<file path="config.mk">
export PLATFORM = sky130hd
export DESIGN_NAME = carrier_detector
export DESIGN_NICKNAME = d
export VERILOG_FILES = /design/src/rtl/carrier_detector.sv
export SDC_FILE = /design/constraint.sdc
export NUM_CORES = 1
export LEC_CHECK = 0
export ABC_AREA = 0
export BUFFER_PORTS_ARGS = -buffer_cell sky130_fd_sc_hd__buf_2
export CORE_UTILIZATION = 55
export DETAILED_ROUTE_END_ITERATION = 6
export MAX_ROUTING_LAYER = met4
export PLACE_DENSITY_LB_ADDON = 0.2
export SLEW_MARGIN = 0
export SYNTH_ARGS = -nofsm -noshare
export SYNTH_HDL_FRONTEND = slang
export SYNTH_SLANG_ARGS = --single-unit
</file>
<file path="constraint.sdc">
create_clock -name clk -period 5.65 [get_ports clk]
set_input_delay 0.8475 -clock clk [delete_from_list [all_inputs] [get_ports clk]]
set_output_delay 0.8475 -clock clk [all_outputs]
set_load 0.01 [all_outputs]
</file>
<file path="src/rtl/carrier_detector.sv">
// carrier_detector: drives the ADC sample clock, captures 8-bit samples and
// measures the incoming carrier's period (in samples) and peak-to-peak
// amplitude using hysteretic rising-crossing detection around MID.
//
// Ports:
//   clk         system clock
//   reset       asynchronous, active-high reset
//   clk_AD      ADC sample clock (low for CLK_DIV/2 cycles, then high)
//   datain      ADC sample, captured on the last low cycle of clk_AD
//   measure_en  level-sensitive measurement enable
//   period      last measured period, in samples
//   amp_pp      last measured max-min over one period
//   valid       one-cycle pulse when period/amp_pp update
//   lock        two consecutive periods agree within +/-1
//   no_carrier  sticky timeout flag, cleared by the next valid
module carrier_detector #(
  parameter int unsigned CLK_DIV = 4,
  parameter int unsigned MID     = 128,
  parameter int unsigned HYST    = 8,
  parameter int unsigned TIMEOUT = 1023
) (
  input  logic        clk,
  input  logic        reset,
  output logic        clk_AD,
  input  logic [7:0]  datain,
  input  logic        measure_en,
  output logic [15:0] period,
  output logic [7:0]  amp_pp,
  output logic        valid,
  output logic        lock,
  output logic        no_carrier
);

  localparam int unsigned HALF = CLK_DIV / 2;
  localparam int unsigned CW   = $clog2(CLK_DIV);

  localparam logic [CW-1:0] CNT_LAST = CW'(CLK_DIV - 1);
  localparam logic [CW-1:0] CNT_STB  = CW'(HALF - 1);
  localparam logic [CW-1:0] CNT_HALF = CW'(HALF);
  localparam logic [8:0]    HI_TH    = 9'(MID + HYST);
  localparam logic [8:0]    LO_TH    = 9'(MID - HYST);
  localparam logic [15:0]   TO       = 16'(TIMEOUT);

  typedef enum logic [1:0] {
    IDLE,
    SEEK,
    MEASURE
  } state_t;

  state_t        state_q, state_d;
  logic [CW-1:0] cnt_q, cnt_d;
  logic          level_q, level_d;
  logic [15:0]   smp_cnt_q, smp_cnt_d;
  logic [7:0]    min_q, min_d;
  logic [7:0]    max_q, max_d;
  logic          have_prev_q, have_prev_d;
  logic [15:0]   period_q, period_d;
  logic [7:0]    amp_q, amp_d;
  logic          valid_q, valid_d;
  logic          lock_q, lock_d;
  logic          nc_q, nc_d;

  logic          strobe;
  logic          rise;
  logic          fall;
  logic [8:0]    samp9;
  logic [15:0]   smp_inc;
  logic [15:0]   pdiff;

  always_comb begin
    state_d     = state_q;
    level_d     = level_q;
    smp_cnt_d   = smp_cnt_q;
    min_d       = min_q;
    max_d       = max_q;
    have_prev_d = have_prev_q;
    period_d    = period_q;
    amp_d       = amp_q;
    valid_d     = 1'b0;
    lock_d      = lock_q;
    nc_d        = nc_q;

    cnt_d   = (cnt_q == CNT_LAST) ? '0 : cnt_q + CW'(1);
    strobe  = (cnt_q == CNT_STB);
    samp9   = {1'b0, datain};
    rise    = strobe && !level_q && (samp9 >= HI_TH);
    fall    = strobe &&  level_q && (samp9 <= LO_TH);
    smp_inc = smp_cnt_q + 16'd1;
    pdiff   = (smp_cnt_q >= period_q) ? (smp_cnt_q - period_q)
                                      : (period_q - smp_cnt_q);

    if (rise) begin
      level_d = 1'b1;
    end else if (fall) begin
      level_d = 1'b0;
    end

    // Dropping measure_en overrides any event on the same cycle,
    // including a closing crossing.
    if (!measure_en) begin
      state_d     = IDLE;
      lock_d      = 1'b0;
      have_prev_d = 1'b0;
      smp_cnt_d   = '0;
    end else begin
      case (state_q)
        IDLE: begin
          state_d = SEEK;
        end
        SEEK: begin
          if (strobe) begin
            if (rise) begin
              smp_cnt_d = 16'd1;
              min_d     = datain;
              max_d     = datain;
              state_d   = MEASURE;
            end else if (smp_inc == TO) begin
              nc_d      = 1'b1;
              smp_cnt_d = '0;
            end else begin
              smp_cnt_d = smp_inc;
            end
          end
        end
        MEASURE: begin
          if (strobe) begin
            // Crossing is checked before timeout so it wins a tie;
            // the closing sample is excluded from min/max and seeds
            // the next window as its sample 1.
            if (rise) begin
              period_d    = smp_cnt_q;
              amp_d       = max_q - min_q;
              valid_d     = 1'b1;
              nc_d        = 1'b0;
              lock_d      = have_prev_q && (pdiff <= 16'd1);
              have_prev_d = 1'b1;
              smp_cnt_d   = 16'd1;
              min_d       = datain;
              max_d       = datain;
            end else begin
              if (datain < min_q) min_d = datain;
              if (datain > max_q) max_d = datain;
              if (smp_inc == TO) begin
                nc_d        = 1'b1;
                lock_d      = 1'b0;
                have_prev_d = 1'b0;
                smp_cnt_d   = '0;
                state_d     = SEEK;
              end else begin
                smp_cnt_d = smp_inc;
              end
            end
          end
        end
        default: begin
          state_d = IDLE;
        end
      endcase
    end
  end

  always_ff @(posedge clk or posedge reset) begin
    if (reset) begin
      state_q     <= IDLE;
      cnt_q       <= '0;
      level_q     <= 1'b0;
      smp_cnt_q   <= '0;
      min_q       <= '0;
      max_q       <= '0;
      have_prev_q <= 1'b0;
      period_q    <= '0;
      amp_q       <= '0;
      valid_q     <= 1'b0;
      lock_q      <= 1'b0;
      nc_q        <= 1'b0;
    end else begin
      state_q     <= state_d;
      cnt_q       <= cnt_d;
      level_q     <= level_d;
      smp_cnt_q   <= smp_cnt_d;
      min_q       <= min_d;
      max_q       <= max_d;
      have_prev_q <= have_prev_d;
      period_q    <= period_d;
      amp_q       <= amp_d;
      valid_q     <= valid_d;
      lock_q      <= lock_d;
      nc_q        <= nc_d;
    end
  end

  assign clk_AD     = (cnt_q >= CNT_HALF);
  assign period     = period_q;
  assign amp_pp     = amp_q;
  assign valid      = valid_q;
  assign lock       = lock_q;
  assign no_carrier = nc_q;

endmodule

</file>
# After elaboration in Yosys (flattened, before gate mapping)
# Index checks and enable logic that the tools add are counted.
dict set report totals {
  reg_bits 65
  in_bits 11
  out_inout_bits 28
  word_cells 106
}
dict set report classes {
  n_addsub 5
  order_cmp 7
  n_eq_ne 20
  muxes 45
  reduce_logical 17
}
# op count
set op_table {}
lappend op_table {{16-bit two-way mux} 6}
lappend op_table {{8-bit two-way mux} 8}
lappend op_table {{8-bit one-hot mux with 2 select lines} 2}
lappend op_table {{16-bit subtractor} 2}
lappend op_table {{3-bit != test (second input constant)} 7}
lappend op_table {{1-bit two-way mux} 20}
lappend op_table {{16-bit by 1-bit adder with 16-bit output (second input constant)} 1}
lappend op_table {{16-bit by 10-bit == test with 1-bit output (second input constant)} 1}
lappend op_table {{16-bit greater-or-equal comparator} 1}
lappend op_table {{16-bit by 1-bit less-or-equal comparator with 1-bit output (second input constant)} 1}
lappend op_table {{2-bit two-way mux} 7}
lappend op_table {{6-bit AND reduction} 2}
lappend op_table {{2-bit != test (second input constant)} 5}
lappend op_table {{5-bit AND reduction} 2}
lappend op_table {{8-bit greater-or-equal comparator (second input constant)} 1}
lappend op_table {{8-bit > comparator} 1}
lappend op_table {{8-bit by 7-bit less-or-equal comparator with 1-bit output (second input constant)} 1}
lappend op_table {{8-bit less-than comparator} 1}
lappend op_table {{8-bit subtractor} 1}
lappend op_table {{2-bit one-hot mux with 3 select lines} 1}
lappend op_table {{1-bit logical AND} 5}
lappend op_table {{2-bit by 1-bit == test with 1-bit output (second input constant)} 2}
lappend op_table {{2-bit == test (second input constant)} 2}
lappend op_table {{2-bit by 1-bit != test with 1-bit output (second input constant)} 2}
lappend op_table {{11 further kinds} 12}

# Longest topological paths before layout
# Gate-level depths: netlist of the first run.
dict set report depth {
  ltp_word 8
  depth_mapped 13
  ltp_nobuf 13
}

# Least setup slack after synthesis of the first run
# Ideal clock, no wire load.
dict set report synth_path {
  kind {register to register}
  from {reg period_q[0], in the netlist period[0]}
  to {reg lock_q, in the netlist lock}
  setup_ns 0.092
  arrival_time_ns 2.922
  required_time_ns 5.558
  slack_ns 2.636
  path_stages_with_launch 13
  path_buffers 0
  synth_period_minus_slack_ns 3.014
  path_cell_list {dfrtp_1 inv_1 ha_1 fa_1 nand2b_1 a21oi_1 mux2_2 nor4_1 nand4b_1 a2111oi_1 o21ai_0 and3_1 o31ai_2}
}
dict set report synth_via {
  elab_chain_len 8
}
# element line
set synth_lines {}
lappend synth_lines {{start: declaration} 57} ;# logic [15:0] period_q, period_d;
lappend synth_lines {{start signal: assignment} 184} ;# period_q <= period_d;
lappend synth_lines {{16-bit subtractor, or another cell as far along} 90} ;# : (period_q - smp_cnt_q);
lappend synth_lines {{16-bit two-way mux (*)} 89} ;# pdiff = (smp_cnt_q >= period_q) ? (smp_cnt_q - period_q)
lappend synth_lines {{16-bit by 1-bit less-or-equal comparator with 1-bit output (*)} 135} ;# lock_d = have_prev_q && (pdiff <= 16'd1);
lappend synth_lines {{1-bit logical AND (*)} 135}
lappend synth_lines {{1-bit two-way mux (*)} 130} ;# if (rise) begin
lappend synth_lines {{1-bit two-way mux (*)} 126} ;# if (strobe) begin
lappend synth_lines {{1-bit two-way mux (*)} 106} ;# case (state_q)
lappend synth_lines {{1-bit two-way mux (*)} 100} ;# if (!measure_en) begin
lappend synth_lines {{end signal: assignment} 187} ;# lock_q <= lock_d;
lappend synth_lines {{end: declaration} 60} ;# logic lock_q, lock_d;
# Mark *: on every way between the ends. The rest lies on a longest branch, timed or not. The select of a mux whose other input is x is not followed.
# A chain may end at the register's enable or synchronous reset.

# Final worst setup path of the first run
dict set report layout_path {
  from {reg smp_cnt_q[0]}
  to {reg lock_q, in the netlist lock}
}
dict set report layout_via {
  elab_chain_len 8
}
# element line
set layout_lines {}
lappend layout_lines {{start: declaration} 53} ;# logic [15:0] smp_cnt_q, smp_cnt_d;
lappend layout_lines {{start signal: assignment} 180} ;# smp_cnt_q <= smp_cnt_d;
lappend layout_lines {{16-bit subtractor, or another cell as far along} 90}
lappend layout_lines {{16-bit two-way mux} 89}
lappend layout_lines {{16-bit by 1-bit less-or-equal comparator with 1-bit output} 135}
lappend layout_lines {{1-bit logical AND} 135}
lappend layout_lines {{1-bit two-way mux} 130}
lappend layout_lines {{1-bit two-way mux} 126}
lappend layout_lines {{1-bit two-way mux} 106}
lappend layout_lines {{1-bit two-way mux} 100}
# Parallel ways exist; a longest one is shown, timed or not. The select of a mux whose other input is x is not followed.

==> flow_results.org, run 1 <==
** Outcome
- The flow ran to the end, and the final reports show no timing, DRC or antenna violations.

** Clock network
- For this design, the sink count on the clock tree is 65.
- Total of cells resized after clock tree synthesis :: 0
- Clock-pin slew was measured on the worst setup and hold paths at 0.08 ns.
- Hold buffer count at cts :: 0
- TritonCTS clock tree :: yes
- H-tree levels :: 3
- Clock Tree Root :: clkbuf_8
- Clock insertion delay at the later pin of the skew report :: 0.35 ns
- Maximum clock path buffer count :: 2
- Number of buffers added for setup after CTS :: 0
- CTS buffer count :: 9

** Drt
- Detailed routing inserted a total of 4856 vias.
- Drt via density :: 5.95
- The detail route stage leaves a number of antenna-violating nets equal to 0.
- Detailed-route DRC error count :: 0
- Wires add up to 13600 um.
- WL per Instance :: 16.6 um
- For this block, the initial DRC count from the detailed router was 314.
- The first detailed-routing pass ran for 5 iterations.

** Synthesis
- Synthesis instantiated 72 different standard cells from the library.
- Counting every net in the synthesized netlist gives 731.
- Top-area cell type share of the netlist area :: 29.4%
- Warnings from Yosys :: 0
- Async set or reset register ratio after synthesis :: 100%
- Largest area contributor in the synthesized netlist :: dfrtp_1
- Top FF cell, synth :: dfrtp_1
- Biggest area contributors in the synthesized netlist :: dfrtp_1 29%, ha_1 14%, o21ai_0 5.5%
- Yosys mapped a number of flops with a built-in enable equal to 0.
- Count of mapped cells out of synthesis :: 655
- Total of flip-flops plus latches after synthesis :: 65
- Portion of the post-synthesis area used by sequential elements :: a little under 30%
- Mean Syn Cell Area :: ~8.5 um2
- After synthesis the cells add up to 5540 um2.

** Global route
- GRT overflow :: 0
- Wire length of the first global-routing pass :: ~22000 um
- Global routing consumed, over all layers together, 28.6% of the routing resources.
- The initial antenna violation count is 0.
- The via count of the first global-routing pass came to roughly 4500.
- Pin count of the biggest net entering global routing :: between 60 and 70

** Floorplanning
- The die covers around 10000 um2.
- Placeable core area :: roughly 9800 um2
- In this run the count of I/O pins placed on the die edge is 39.
- The floorplan step set the die height to just over 100 um.
- Standard-cell rows :: 36
- The die is just over 100 um wide.
- Once the floorplan was initialized, standard cells occupied roughly 57% of the core.

** Worst setup path
- The largest individual stage delay along the critical path comes from the cell dfrtp_1.
- STA puts the critical path data required time at between 5 and 6 ns.
- STA classifies the critical path endpoint as a flip-flop.
- STA classifies the critical path startpoint as a flip-flop.
- Along the worst path, the maximum fanout reaches 7.
- Critical Path Max Stage Delay :: around 0.48 ns
- Category of the most critical setup path :: flip-flop to flip-flop
- For the worst setup path, the data arrival time is 3.90 ns.
- Critical-path cell list :: ha_1 -> fa_1 -> nand2b_1 -> a21oi_1 -> mux2_2 -> nor4_1 -> nand4b_1 -> a2111oi_1 -> o21ai_0 -> and3_1 -> o31ai_2

** Power and ir drop
- Cell Pwr Density :: 427 nW/um2
- The analysis attributes to cell leakage a power of 0.00276 uW.
- VDD sags by at most between 0.2 and 0.25 mV.

** STA
- Slew at the pin closest to its max-slew limit :: 1.24 ns
- After layout, the minimum clock period comes to 3.64 ns.
- Count of pins over their slew limit :: 0
- The number of hold-slack violations in the final timing report came to 0.
- Setup repair after global routing left no endpoint under its margin.
- Post-route setup TNS :: 0 ns
- In the finished design, the share of the clock period the worst path needs comes to 64.5%.
- Between clock sinks in the finished design, the worst skew comes to 0.0142 ns.
- The worst pin sits at a relative slew slack of 17.2%.
- Derived from the worst setup path, the maximum achievable clock frequency is 0.274 GHz.
- Setup violations remaining at the end of the flow were counted as 0.
- WHS :: roughly 0.48 ns

** Finish
- Final design area excluding fillers :: approximately 6000 um2
- Of the cells placed in the final design, the portion with a size suffix greater than 1 is 13.8%.
- Final Core Density :: 61.0%
- The repair_antennas step left the layout with diodes totalling 0.
- In the final design database the tool counted around 750 nets.
- Area Growth Syn to Fin :: 7.75%

** Worst hold path
- The tightest min-delay check is of the flip-flop to flip-flop type.

** Placed design
- Final weighted congestion in routability-driven placement :: 0.887
- In this run the tool buffered the top-level ports with 38 buffer cells.
- Detailed placement ended at an HPWL of 10300 um.
- Placed cell areas :: 5780 um2

** Job
- Max-cap viol count :: 0
## report_power, final
group	switching, uW	internal, uW	leakage, uW
combinational	816	605	0.00187
clock	190	203	0.0000933
sequential	120	608	0.000794
## through the flow
step	instances	setup slack, ns	total power (uW)
after floorplan	655	2.64	1770
after global placement	800	2.05	2090
after detailed placement	800	1.81	2130
after CTS	816	2.06	2540
after global routing	816	1.74	2770
final	816	2.01	2540
## synth_stat cells (all sizes together) (4+ instances only)
| cell | n |
|---|---|
| o21ai | 74 |
| dfrtp | 65 |
| nand2 | 65 |
| inv | 63 |
| ha | 62 |
| a21oi | 42 |
| nor2 | 38 |
| mux2 | 17 |
| nor3 | 17 |
| a21o | 15 |
| buf | 15 |
| xnor2 | 14 |
| nand3 | 13 |
| clkbuf | 12 |
| nand2b | 11 |
| xor2 | 11 |
| nor2b | 9 |
| nand4 | 8 |
| o31ai | 8 |
| o21a | 7 |
| or2 | 6 |
| a211oi | 5 |
| mux2i | 5 |
| nor4 | 5 |
| or3 | 5 |
| and2 | 4 |
| nand4b | 4 |
| o211ai | 4 |
## logic make-up after synthesis
logic type,synth area share [%]
AND/OR/NAND/NOR,18.2
adder cells (fa/ha/maj),15.1
AO/OA/AOI/OAI,22.5
XOR/XNOR,3.96
multiplexers,4.36
buffers and inverters,6.49
flip-flops,29.4
## worst paths after layout
path                              start        end  slack (ns)  cells after the start
setup reg to reg           smp_cnt_q[0]       lock        2.01                     11
max in group asynchronous         reset  period[8]        4.36                      3
setup / recovery           smp_cnt_q[0]       lock        2.01                     11
hold reg to reg               amp_pp[4]  amp_pp[4]        0.48                      2
hold / removal                amp_pp[4]  amp_pp[4]        0.48                      2
min in group asynchronous         reset  period[3]        0.74                      3
## registers in the layout (all words and copies together) (netlist names)
register / count
smp_cnt_q: 16
period: 16
max_q: 8
min_q: 8
level_q: 1
lock: 1
cnt_q: 2
state_q: 2
have_prev_q: 1
amp_pp: 8
no_carrier: 1
valid: 1
## critical path: cells and delay by family (launching register included)
| kind | cells | cell delay [ns] |
|---|---|---|
| compound gates | 4 | 1.26 |
| simple gates | 4 | 0.76 |
| fa+ha+maj | 2 | 0.69 |
| flops | 1 | 0.48 |
| mux | 1 | 0.39 |
## metal layers
metal  vias up  track usage (%)  part of all wire [%]
li1       2364                -                     -
met1      2310             40.8                    49
met2       161             41.1                    44
met3        21             5.06                   4.9
met4         0             8.90                   1.5
met5         -                -                     0
## placed cells by master, fill, tap and decap left out, drive strengths merged, types with 5 or more instances in the layout
cell type | synthesis | final
or2 | 6 | 6
o21ai | 74 | 74
mux2i | 5 | 5
nor4 | 5 | 5
nor3 | 17 | 17
buf | 15 | 39
o31ai | 8 | 8
nand3 | 13 | 13
nand2b | 11 | 11
o21a | 7 | 7
dfrtp | 65 | 65
a21oi | 42 | 42
xnor2 | 14 | 14
nor2b | 9 | 9
a211oi | 5 | 5
xor2 | 11 | 11
or3 | 5 | 5
inv | 63 | 63
nor2 | 38 | 38
nand4 | 8 | 8
ha | 62 | 62
mux2 | 17 | 17
nand2 | 65 | 65
a21o | 15 | 15
clkbuf | 12 | 11
## area by class of cell
| class | instances | area, um2 |
|---|---|---|
| Multi-Input combinational cell | 500 | 3550 |
| Sequential cell | 65 | 1630 |
| Timing Repair Buffer | 39 | 198 |
| Fill cell | 886 | 3810 |
| Clock inverter | 5 | 56.3 |
| Tap cell | 133 | 166 |
| Inverter | 63 | 236 |
| Clock buffer | 11 | 131 |
Power figures use the tool's default switching activity.
==> run 2, diff against run 1 <==
==> constraint.sdc (replaced) <==
create_clock -name clk -period 3.3 [get_ports clk]
set_input_delay 0.495 -clock clk [delete_from_list [all_inputs] [get_ports clk]]
set_output_delay 0.495 -clock clk [all_outputs]
set_load 0.01 [all_outputs]
==> flow_results.org, run 2 (synthesized netlist as in run 1, its figures left out) <==
** Clock network
- In this run the number of H-tree levels came out at 3.
- CTS buffer count :: 9
- Maximum clock path buffer count :: 2
- Clock insertion delay at the later pin of the skew report :: 0.35 ns
- The cell sitting at the root of the clock tree is a clkbuf_8.
- TritonCTS built the clock tree.
- Number of clock sinks :: 65
- Clock-pin slew was measured on the worst setup and hold paths at around 0.080 ns.

** Finish
- The library cell used most frequently in the layout, excluding fill and tap cells, is nand2_1.
- The post-route netlist has 19.8% of its cells at a drive strength greater than 1.
- Area Growth Syn to Fin :: 14.4%
- Final design area excluding fillers :: 6330 um2
- The top cell types in the final layout, fill and taps aside, are 65 x nand2_1, 64 x dfrtp_1, 61 x o21ai_0, 61 x ha_1, 60 x inv_1.
- Number of nets in the final layout :: 794
- The number of antenna diodes in the final layout is 0.

** STA
- Between clock sinks in the finished design, the worst skew comes to 0.0197 ns.
- Count of pins over their slew limit :: 0
- Across all setup checks in the final design, the least slack found is 0.132 ns.
- Counting I/O delays and the setup requirement, the final critical path takes 3.17 ns.
- For the pin with the worst max-slew slack, the measured transition is 0.835 ns.
- Setup violations remaining at the end of the flow were counted as 0.
- Max Clk Rate :: 0.316 GHz
- The number of hold-slack violations in the final timing report was 0.
- The worst pin sits at a relative slew slack of 44.3%.
- The final critical path takes up 96.0% of the cycle.

** Global route
- GRT overflow :: 0
- Vias in the first global route :: 4649
- The first global-routing pass estimated 23200 um of wire.
- Initial antenna violation count :: 0
- Pin count of the biggest net entering global routing :: 66
- Global routing used 29.4% of the available tracks.

** Drt
- The first TritonRoute pass finished after 5 iterations.
- After detailed routing, no signal wire sits above met4.
- For this block, the routed nets add up to 14400 um of wire.
- In the routed layout, each cell is associated on average with a via count of 5.87.
- In the routed design, unresolved DRC markers number 0.
- Wire length on met1 :: about 6900 um
- The detailed router finished its first iteration with about 280 violations.
- In the final routed layout, each cell accounts on average for 16.9 um.
- After detailed routing, the met2 layer carries 6540 um of wire.
- Once detail routing completed, the nets flagged for antenna violations numbered 0.
- The routed layout has about 5000 vias.
- Wire length on met3 :: 792 um

** Floorplanning
- Die width :: 102 um
- Standard-cell rows :: 36
- Overall die area :: roughly 10000 um2
- During I/O placement, the number of pins put on the boundary was 39.
- In this run the standard cell core region covers 9770 um2.
- For this configuration, the core starts out at a cell density of 56.6%.
- Vertical die dimension :: 102 um

** Worst setup path
- The setup check on the worst reg-to-reg path leaves a slack of 0.13 ns.
- Category of the most critical setup path :: flip-flop to flip-flop
- Largest fanout of any net on the critical path :: 6
- The worst setup path is launched from a flip-flop.
- Crit path capture type :: flip-flop
- Worst endpoint data arrival time :: 3.42 ns
- For the worst setup path, the data required time is 3.56 ns.

** Power and ir drop
- Worst IR Drop VDD :: between 0.4 and 0.5 mV
- Dividing total power by cell area gives a power density of between 700 and 800 nW/um2.
- Leak Pwr :: 0.00296 uW

** Placed design
- Summing all placed instances gives a cell area of between 6000 and 7000 um2.
- During placement, the flow inserted port buffers numbering 38.
- Post-detailed-placement half-perimeter wirelength :: 11200 um
- At the end of routability-driven placement, the weighted congestion stood at 0.953.
- Prior to clock tree synthesis, the placed netlist has a worst setup slack of around 0.02 ns.

** Worst hold path
- Path class of the lowest-slack min-delay path :: input pin to asynchronous set/reset pin

** Outcome
- The run finished with clean final reports.

** Job
- Max-cap viol count :: 0
==> run 2: where the power goes <==
group          total (uW)  internal, uW  switching [uW]
logic                2590          1140            1450
clock network         790           434             356
registers            1210          1040             172
total                4590          2610            1980
==> run 2: cell type report <==
class | instances | area [um2]
repair buffers | 79 | 495
clock inverters | 7 | 100
flip-flops and latches | 65 | 1630
clock buffers | 9 | 124
multi-input cells | 500 | 3580
fillers | 861 | 3440
inverters | 63 | 236
well taps | 133 | 166
==> run 2: metrics by stage <==
stage | total power [uW] | utilization (%) | setup TNS (ns) | hold WS, ns | std cells
final | 4590 | 64.8 | 0 | 0.374 | 856
after floorplan | 3040 | - | 0 | 0.454 | 655
after CTS | 4560 | 64.1 | 0 | 0.417 | 851
after global placement | 3680 | 61.8 | 0 | 0.458 | 835
after detailed placement | 3750 | 61.8 | 0 | 0.465 | 835
after global routing | 4960 | 64.8 | -0.0212 | 0.420 | 856
==> run 2: final timing paths <==
| check | depth (start not counted) | from | end |
|---|---|---|---|
| setup / recovery | 13 | smp_cnt_q[0] | lock |
| hold / removal | 3 | reset | valid |
| setup reg to reg | 13 | smp_cnt_q[0] | lock |
| hold reg to reg | 2 | amp_pp[4] | amp_pp[4] |
| max in group asynchronous | 3 | reset | smp_cnt_q[1] |
| min in group clk | 2 | datain[0] | min_q[0] |
==> run 2: critical path: stages (launching register included) <==
cell,delay (ns)
dfrtp_1,0.38
inv_1,0.09
ha_1,0.23
fa_1,0.42
nor2b_2,0.16
o22a_2,0.21
o211a_1,0.21
nor3_4,0.08
buf_4,0.18
a2111o_1,0.33
a2111oi_4,0.27
nand2b_1,0.08
and3_1,0.19
o31ai_2,0.24
==> run 2: routing by layer <==
layer,GRT usage [%],vias to the layer above
met5,-,-
met4,8.57,0
li1,-,2440
met2,43.7,167
met1,41.5,2401
met3,4.17,18
==> run 2: timing repair <==
| action | CTS | global route |
|---|---|---|
| setup buffers | 0 | 5 |
| hold buffers | 0 | 0 |
| resized for setup | 1 | 7 |
| endpoints found under the setup margin | 1 | 5 |
| cloned | 0 | 0 |
| pin swaps | 0 | 4 |
